--- config.mk ---
export PLATFORM = sky130hd
export DESIGN_NAME = pipelined_multiplier_param_flat
export DESIGN_NICKNAME = d
export VERILOG_FILES = /design/src/rtl/pipelined_multiplier_param_if.sv /design/src/rtl/pipelined_multiplier_param.sv /design/src/flat_wrapper.sv
export SDC_FILE = /design/constraint.sdc
export NUM_CORES = 1
export LEC_CHECK = 0
export CELL_PAD_IN_SITES_DETAIL_PLACEMENT = 0
export CELL_PAD_IN_SITES_GLOBAL_PLACEMENT = 1
export CORE_MARGIN = 2
export CORE_UTILIZATION = 40
export CTS_CLUSTER_DIAMETER = 120
export DETAILED_ROUTE_END_ITERATION = 10
export DONT_BUFFER_PORTS = 1
export MAX_ROUTING_LAYER = met4
export PLACE_DENSITY = 0.67
export SYNTH_ARGS = -nofsm -noshare
export SYNTH_HDL_FRONTEND = slang
export SYNTH_SLANG_ARGS = --single-unit
export TNS_END_PERCENT = 10
--- constraint.sdc ---
create_clock -name clk -period 15.2 [get_ports clk]
set_clock_uncertainty 0.1 [all_clocks]
set_input_delay 2.28 -clock clk [delete_from_list [all_inputs] [get_ports clk]]
set_output_delay 2.28 -clock clk [all_outputs]
set_load 0.005 [all_outputs]
--- src/rtl/pipelined_multiplier_param_if.sv ---
// Purpose : operand/result handshake bundle for pipelined_multiplier_param.
// Latency : n/a (wires only).
// Backpressure: OUT_READY low stalls the whole pipe; IN_READY reflects that stall.
// Ports   : IN_VALID/IN_READY/INPUT_A/INPUT_B/SIGNED_MODE form the operation
//           channel, RES/OUT_VALID/OUT_READY the product channel.
//           master = producer/consumer side, slave = multiplier side.
interface pipelined_multiplier_param_if #(
  parameter int W = 8
);
  logic           IN_VALID;
  logic           IN_READY;
  logic [W-1:0]   INPUT_A;
  logic [W-1:0]   INPUT_B;
  logic           SIGNED_MODE;
  logic [2*W-1:0] RES;
  logic           OUT_VALID;
  logic           OUT_READY;

  modport master (
    output IN_VALID, INPUT_A, INPUT_B, SIGNED_MODE, OUT_READY,
    input  IN_READY, RES, OUT_VALID
  );

  modport slave (
    input  IN_VALID, INPUT_A, INPUT_B, SIGNED_MODE, OUT_READY,
    output IN_READY, RES, OUT_VALID
  );
endinterface

--- src/rtl/pipelined_multiplier_param.sv ---
// Purpose : parametrised W x W signed/unsigned multiplier, product 2W bits.
// Latency : accept at edge n -> RES/OUT_VALID after edge n+STAGES-1; 1 op/cycle.
// Backpressure: OUT_VALID & ~OUT_READY freezes every stage; IN_READY = ~stall.
// Ports   : clk, rst (async, active high), bus (slave modport of
//           pipelined_multiplier_param_if: operation in, product out).
module pipelined_multiplier_param #(
  parameter int W      = 8,
  parameter int STAGES = 2
) (
  input logic                         clk,
  input logic                         rst,
  pipelined_multiplier_param_if.slave bus
);

  // NG adder stages follow the capture stage; each consumes G bits of B.
  localparam int NG = STAGES - 1;
  localparam int G  = (W + NG - 1) / NG;
  localparam int PW = 2 * W;

  logic [STAGES-1:0] vld;          // vld[k] = stage k holds a live operation
  logic [PW-1:0]     a_q   [NG];   // extended multiplicand, stages 0..NG-1
  logic [W-1:0]      b_q   [NG];
  logic [NG-1:0]     m_q;
  logic [PW-1:0]     acc_q [NG];   // acc_q[i] is the running sum of stage i+1
  logic              stall;

  // Sum of the partial products of B's bit group g. A arrives already
  // extended to 2W bits according to the mode. In signed mode B's MSB
  // carries weight -2^(W-1), so its partial product is subtracted.
  function automatic logic [PW-1:0] group_sum(input int g,
                                              input logic [PW-1:0] a,
                                              input logic [W-1:0]  b,
                                              input logic          sm);
    logic [PW-1:0] s;
    s = '0;
    for (int j = 0; j < W; j++) begin
      if ((j / G) == g && b[j]) begin
        if (sm && j == W - 1) s = s - (a << j);
        else                  s = s + (a << j);
      end
    end
    return s;
  endfunction

  assign stall         = vld[STAGES-1] & ~bus.OUT_READY;
  assign bus.IN_READY  = ~stall;
  assign bus.OUT_VALID = vld[STAGES-1];
  assign bus.RES       = acc_q[NG-1];

  always_ff @(posedge clk or posedge rst) begin
    if (rst) begin
      vld <= '0;
      m_q <= '0;
      for (int i = 0; i < NG; i++) begin
        a_q[i]   <= '0;
        b_q[i]   <= '0;
        acc_q[i] <= '0;
      end
    end else if (!stall) begin
      // Whole-pipe advance; a bubble simply shifts through with vld=0.
      vld    <= {vld[STAGES-2:0], bus.IN_VALID};
      a_q[0] <= bus.SIGNED_MODE ? {{W{bus.INPUT_A[W-1]}}, bus.INPUT_A}
                                : {{W{1'b0}}, bus.INPUT_A};
      b_q[0] <= bus.INPUT_B;
      m_q[0] <= bus.SIGNED_MODE;
      for (int i = 1; i < NG; i++) begin
        a_q[i] <= a_q[i-1];
        b_q[i] <= b_q[i-1];
        m_q[i] <= m_q[i-1];
      end
      acc_q[0] <= group_sum(0, a_q[0], b_q[0], m_q[0]);
      for (int i = 1; i < NG; i++) begin
        acc_q[i] <= acc_q[i-1] + group_sum(i, a_q[i], b_q[i], m_q[i]);
      end
    end
  end

endmodule
--- src/flat_wrapper.sv ---
// flat-port wrapper written by rule: the top's interface ports become plain ports
module pipelined_multiplier_param_flat 
#(
  parameter int W      = 8,
  parameter int STAGES = 2
)
  (clk, rst, bus_IN_VALID, bus_INPUT_A, bus_INPUT_B, bus_SIGNED_MODE, bus_OUT_READY, bus_IN_READY, bus_RES, bus_OUT_VALID);
  pipelined_multiplier_param_if #(.W(W)) bus_i ();
  input logic clk;
  input logic rst;
  input wire logic [$bits(bus_i.IN_VALID)-1:0] bus_IN_VALID;
  input wire logic [$bits(bus_i.INPUT_A)-1:0] bus_INPUT_A;
  input wire logic [$bits(bus_i.INPUT_B)-1:0] bus_INPUT_B;
  input wire logic [$bits(bus_i.SIGNED_MODE)-1:0] bus_SIGNED_MODE;
  input wire logic [$bits(bus_i.OUT_READY)-1:0] bus_OUT_READY;
  output wire logic [$bits(bus_i.IN_READY)-1:0] bus_IN_READY;
  output wire logic [$bits(bus_i.RES)-1:0] bus_RES;
  output wire logic [$bits(bus_i.OUT_VALID)-1:0] bus_OUT_VALID;
  assign bus_i.IN_VALID = bus_IN_VALID;
  assign bus_i.INPUT_A = bus_INPUT_A;
  assign bus_i.INPUT_B = bus_INPUT_B;
  assign bus_i.SIGNED_MODE = bus_SIGNED_MODE;
  assign bus_i.OUT_READY = bus_OUT_READY;
  assign bus_IN_READY = bus_i.IN_READY;
  assign bus_RES = bus_i.RES;
  assign bus_OUT_VALID = bus_i.OUT_VALID;
  pipelined_multiplier_param #(.W(W), .STAGES(STAGES)) u_core (.clk(clk), .rst(rst), .bus(bus_i));
endmodule
==> impl_table.tex <==
\begin{tabular}{lr}
\hline
Metric & Value \\
\hline
\multicolumn{2}{l}{\textbf{Synth}} \\
Post-synthesis instance total & 763 \\
Most used flip-flop cell after synthesis & sky130\_fd\_sc\_hd\_\_dfrtp\_1 \\
Number of unique standard cell types used by synthesis & 76 \\
Synth Warn \# & 0 \\
Fraction of registers with async set/reset & 100\% \\
Synth Area per Inst & 7.66 um\^{}2 \\
Register bit total from synthesis & 36 \\
Post-synthesis cell area & 5840 um\^{}2 \\
Count of flip-flops with a built-in enable after synthesis & 0 \\
Portion of the post-synthesis area used by sequential elements & 15.4\% \\
Net count after synthesis & 862 \\
\multicolumn{2}{l}{\textbf{STA}} \\
Slew @ Worst Pin & 0.923 ns \\
Total Negative Setup Slacks & 0 ns \\
Final critical-path required period & 11.36 ns \\
Worst max-slew margin expressed relative to the limit & 38.5\% \\
Final count of negative-setup-slack endpoints & 0 \\
Final count of hold timing violations & 0 \\
Setup repair after global routing missed its margin & false \\
Crit share post-route & 74.7\% \\
Final-report max-slew violation count & 0 \\
Top achievable clock speed & 88.0 MHz \\
\multicolumn{2}{l}{\textbf{CTS}} \\
Cts-stage hold buffer count & 0 \\
Clock sink count & 36 \\
Insertion delay to the later sink of the worst-skew pair & 0.29 ns \\
Root Buffer Master & sky130\_fd\_sc\_hd\_\_clkbuf\_16 \\
Clock tree buffer depth & 2 \\
Post-CTS setup buffer count & 0 \\
CTS clock-pin slew for the worst setup and hold paths & 0.06 ns \\
H-tree Lvls & 2 \\
Cts bufs inserted & 5 \\
TritonCTS clock tree & yes \\
Post-cts resize count & 0 \\
\multicolumn{2}{l}{\textbf{Setup path}} \\
Largest stage delay on the critical path & 0.73 ns \\
Worst Setup End Kind & flop \\
Required time of the critical path & 15.25 ns \\
Arrival time of the worst setup path & 11.41 ns \\
Most used cell, CP & sky130\_fd\_sc\_hd\_\_ha\_1 \\
Critical path launch point type & flop \\
Max FO, Critical Path & 15 \\
Worst setup path category & reg2reg \\
Slowest-stage cell, CP & sky130\_fd\_sc\_hd\_\_dfrtp\_1 \\
\multicolumn{2}{l}{\textbf{Place}} \\
Instance area after placement & 5990 um\^{}2 \\
HPWL reported at the end of detailed placement & 14.1 mm \\
Placer's final routability congestion estimate & 0.866 \\
Number of port buffers & 0 \\
Cells after DPL & 924 \\
\multicolumn{2}{l}{\textbf{Route}} \\
Total routed wirelength & 18.4 mm \\
Via count normalized by instance count & 6.02 \\
Antenna Nets Post-Route & 0 \\
Via total after detailed routing & 5611 \\
Final routed DRC violation total & 0 \\
Detailed-route wire length per cell & 19.8 um \\
Drt first pass iters & 4 \\
DRT iter0 DRCs & 376 \\
\multicolumn{2}{l}{\textbf{Die}} \\
Initial core utilization & 40.5\% \\
Height of the chip & 125 um \\
Area of the die & 15600 um\^{}2 \\
Number of I/O pins & 39 \\
Number of placement rows & 44 \\
Core footprint & 14400 um\^{}2 \\
Die X-Extent & 125 um \\
\multicolumn{2}{l}{\textbf{Global route}} \\
Antenna violations before repair & 0 \\
Global routing usage summed across all routing layers & 24.0\% \\
Wire length of the first global-routing pass & 29.3 mm \\
Gr ovfl total & 0 \\
Pin count of the biggest net entering global routing & 52 \\
Vias in the first global route & 5371 \\
\multicolumn{2}{l}{\textbf{Power}} \\
LEAKAGE & 2.89 nW \\
Worst IR Drop VDD & 0.167 mV \\
Power per cell area & 231 nW/um\^{}2 \\
Total power & 1.42 mW \\
\multicolumn{2}{l}{\textbf{Hold path}} \\
Path class of the lowest-slack min-delay path & reg2reg \\
\multicolumn{2}{l}{\textbf{Cells and area}} \\
Final instance area & 6130 um\^{}2 \\
Final cell count without fillers & 932 \\
Count of antenna diodes in the layout & 0 \\
Fraction of layout instances using a drive strength above 1 & 7.09\% \\
\# nets final & 846 \\
Most common library cell in the layout ignoring fill and taps & sky130\_fd\_sc\_hd\_\_nand2\_1 \\
Leading cell types in the layout, fill and taps excluded & 102 x sky130\_fd\_sc\_hd\_\_nand2\_1, 71 x sky130\_fd\_sc\_hd\_\_ha\_1, 56 x sky130\_fd\_sc\_hd\_\_nor2\_1, 54 x sky130\_fd\_sc\_hd\_\_a21oi\_1, 49 x sky130\_fd\_sc\_hd\_\_o21ai\_0 \\
Area Growth Syn to Fin & 4.97\% \\
\multicolumn{2}{l}{\textbf{Flow run}} \\
Max-cap violations & 0 \\
\multicolumn{2}{l}{\textbf{Status}} \\
Result of the run & finished, final reports clean \\
\hline
\end{tabular}
## cells by family (layout without fill, tap and decap cells)
family | Yosys count | in the layout | synth area share, %
AND/OR/NAND/NOR | 255 | 255 | 20.0
AO/OA/AOI/OAI | 243 | 243 | 28.9
buffers and inverters | 69 | 54 | 4.73
adder cells (fa/ha/maj) | 80 | 80 | 18.0
multiplexers | 26 | 26 | 4.71
flip-flops | 36 | 36 | 15.4
XOR/XNOR | 54 | 54 | 8.33
## state kept, by name, indices dropped and copies added (netlist names)
register	count
u_core.bus.RES	16
u_core.a_q	9
u_core.b_q	8
u_core.vld	2
u_core.m_q	1
## cells in the mapped netlist, drive strengths merged (4+ instances only)
master | instances | share of area, %
nand3 | 17 | 1.5
mux2 | 12 | 2.3
nor2b | 14 | 1.5
nor3 | 20 | 1.7
o21a | 15 | 1.9
buf | 4 | 0.54
a31oi | 13 | 1.6
a21o | 25 | 3.2
a211oi | 12 | 1.7
inv | 37 | 2.4
ha | 71 | 15
nand2b | 12 | 1.3
o2111ai | 5 | 0.75
fa | 7 | 2.4
and2 | 8 | 0.86
nor3b | 4 | 0.51
a31o | 5 | 0.75
xnor2 | 38 | 5.7
nand2 | 102 | 6.6
o31ai | 7 | 1.1
and3 | 4 | 0.43
or2 | 7 | 0.75
dfrtp | 36 | 15
a21oi | 58 | 5.4
nor2 | 56 | 3.6
xor2 | 15 | 2.2
clkbuf | 25 | 1.6
o21ai | 53 | 4.5
o211ai | 6 | 1.0
mux2i | 14 | 2.4
## final cells by class
type                    instances  area (um^2)
clock buffers                   7          133
flip-flops and latches         36          901
clock inverters                 1         8.76
well taps                     184          230
inverters                      40          150
fillers                      1505         8290
multi-input cells             658         4670
repair buffers                  6         45.0
## power breakdown
group	switching, mW	internal [mW]
logic	0.633	0.507
registers	0.0494	0.124
clock network	0.0428	0.0613
## critical path: cells and delay by family, from the launching register on
kind,cells,cell delay (ns)
AO/OA/AOI/OAI,18,3.49
adder cells (fa/ha/maj),9,3.00
flip-flops,1,0.73
AND/OR/NAND/NOR,12,1.84
multiplexers,2,0.42
XOR/XNOR,9,1.65
## final timing paths
check,cells past startpoint,slack [ns],endpoint,start
max,50,3.84,u_core.bus.RES[15]$_DFFE_PP0N_,u_core.a_q[2]$_DFFE_PP0N_
min reg2reg,2,0.36,u_core.vld[0]$_DFFE_PP0N_,u_core.vld[0]$_DFFE_PP0N_
max in group asynchronous,2,12.76,u_core.bus.RES[13]$_DFFE_PP0N_,rst
min,2,0.36,u_core.vld[0]$_DFFE_PP0N_,u_core.vld[0]$_DFFE_PP0N_
max reg2reg,50,3.84,u_core.bus.RES[15]$_DFFE_PP0N_,u_core.a_q[2]$_DFFE_PP0N_
min in group asynchronous,2,1.90,u_core.a_q[6]$_DFFE_PP0N_,rst
## stage by stage
stage	util (%)	setup slack, ns	hold slack [ns]
after floorplan	-	5.55	0.330
after global placement	41.5	4.13	0.346
after detailed placement	41.5	3.95	0.351
after CTS	42.5	3.91	0.367
after global routing	42.5	2.93	0.420
final	42.5	3.84	0.365
## metal layers
metal / track usage [%] / up-vias / part of all wire [%]
met5: - / - / 0
li1: - / 2746 / -
met1: 31.3 / 2710 / 46
met2: 40.7 / 136 / 49
met4: 5.75 / 0 / 1.5
met3: 1.80 / 19 / 4.0
No activity file was read; power rests on OpenSTA's default activity.
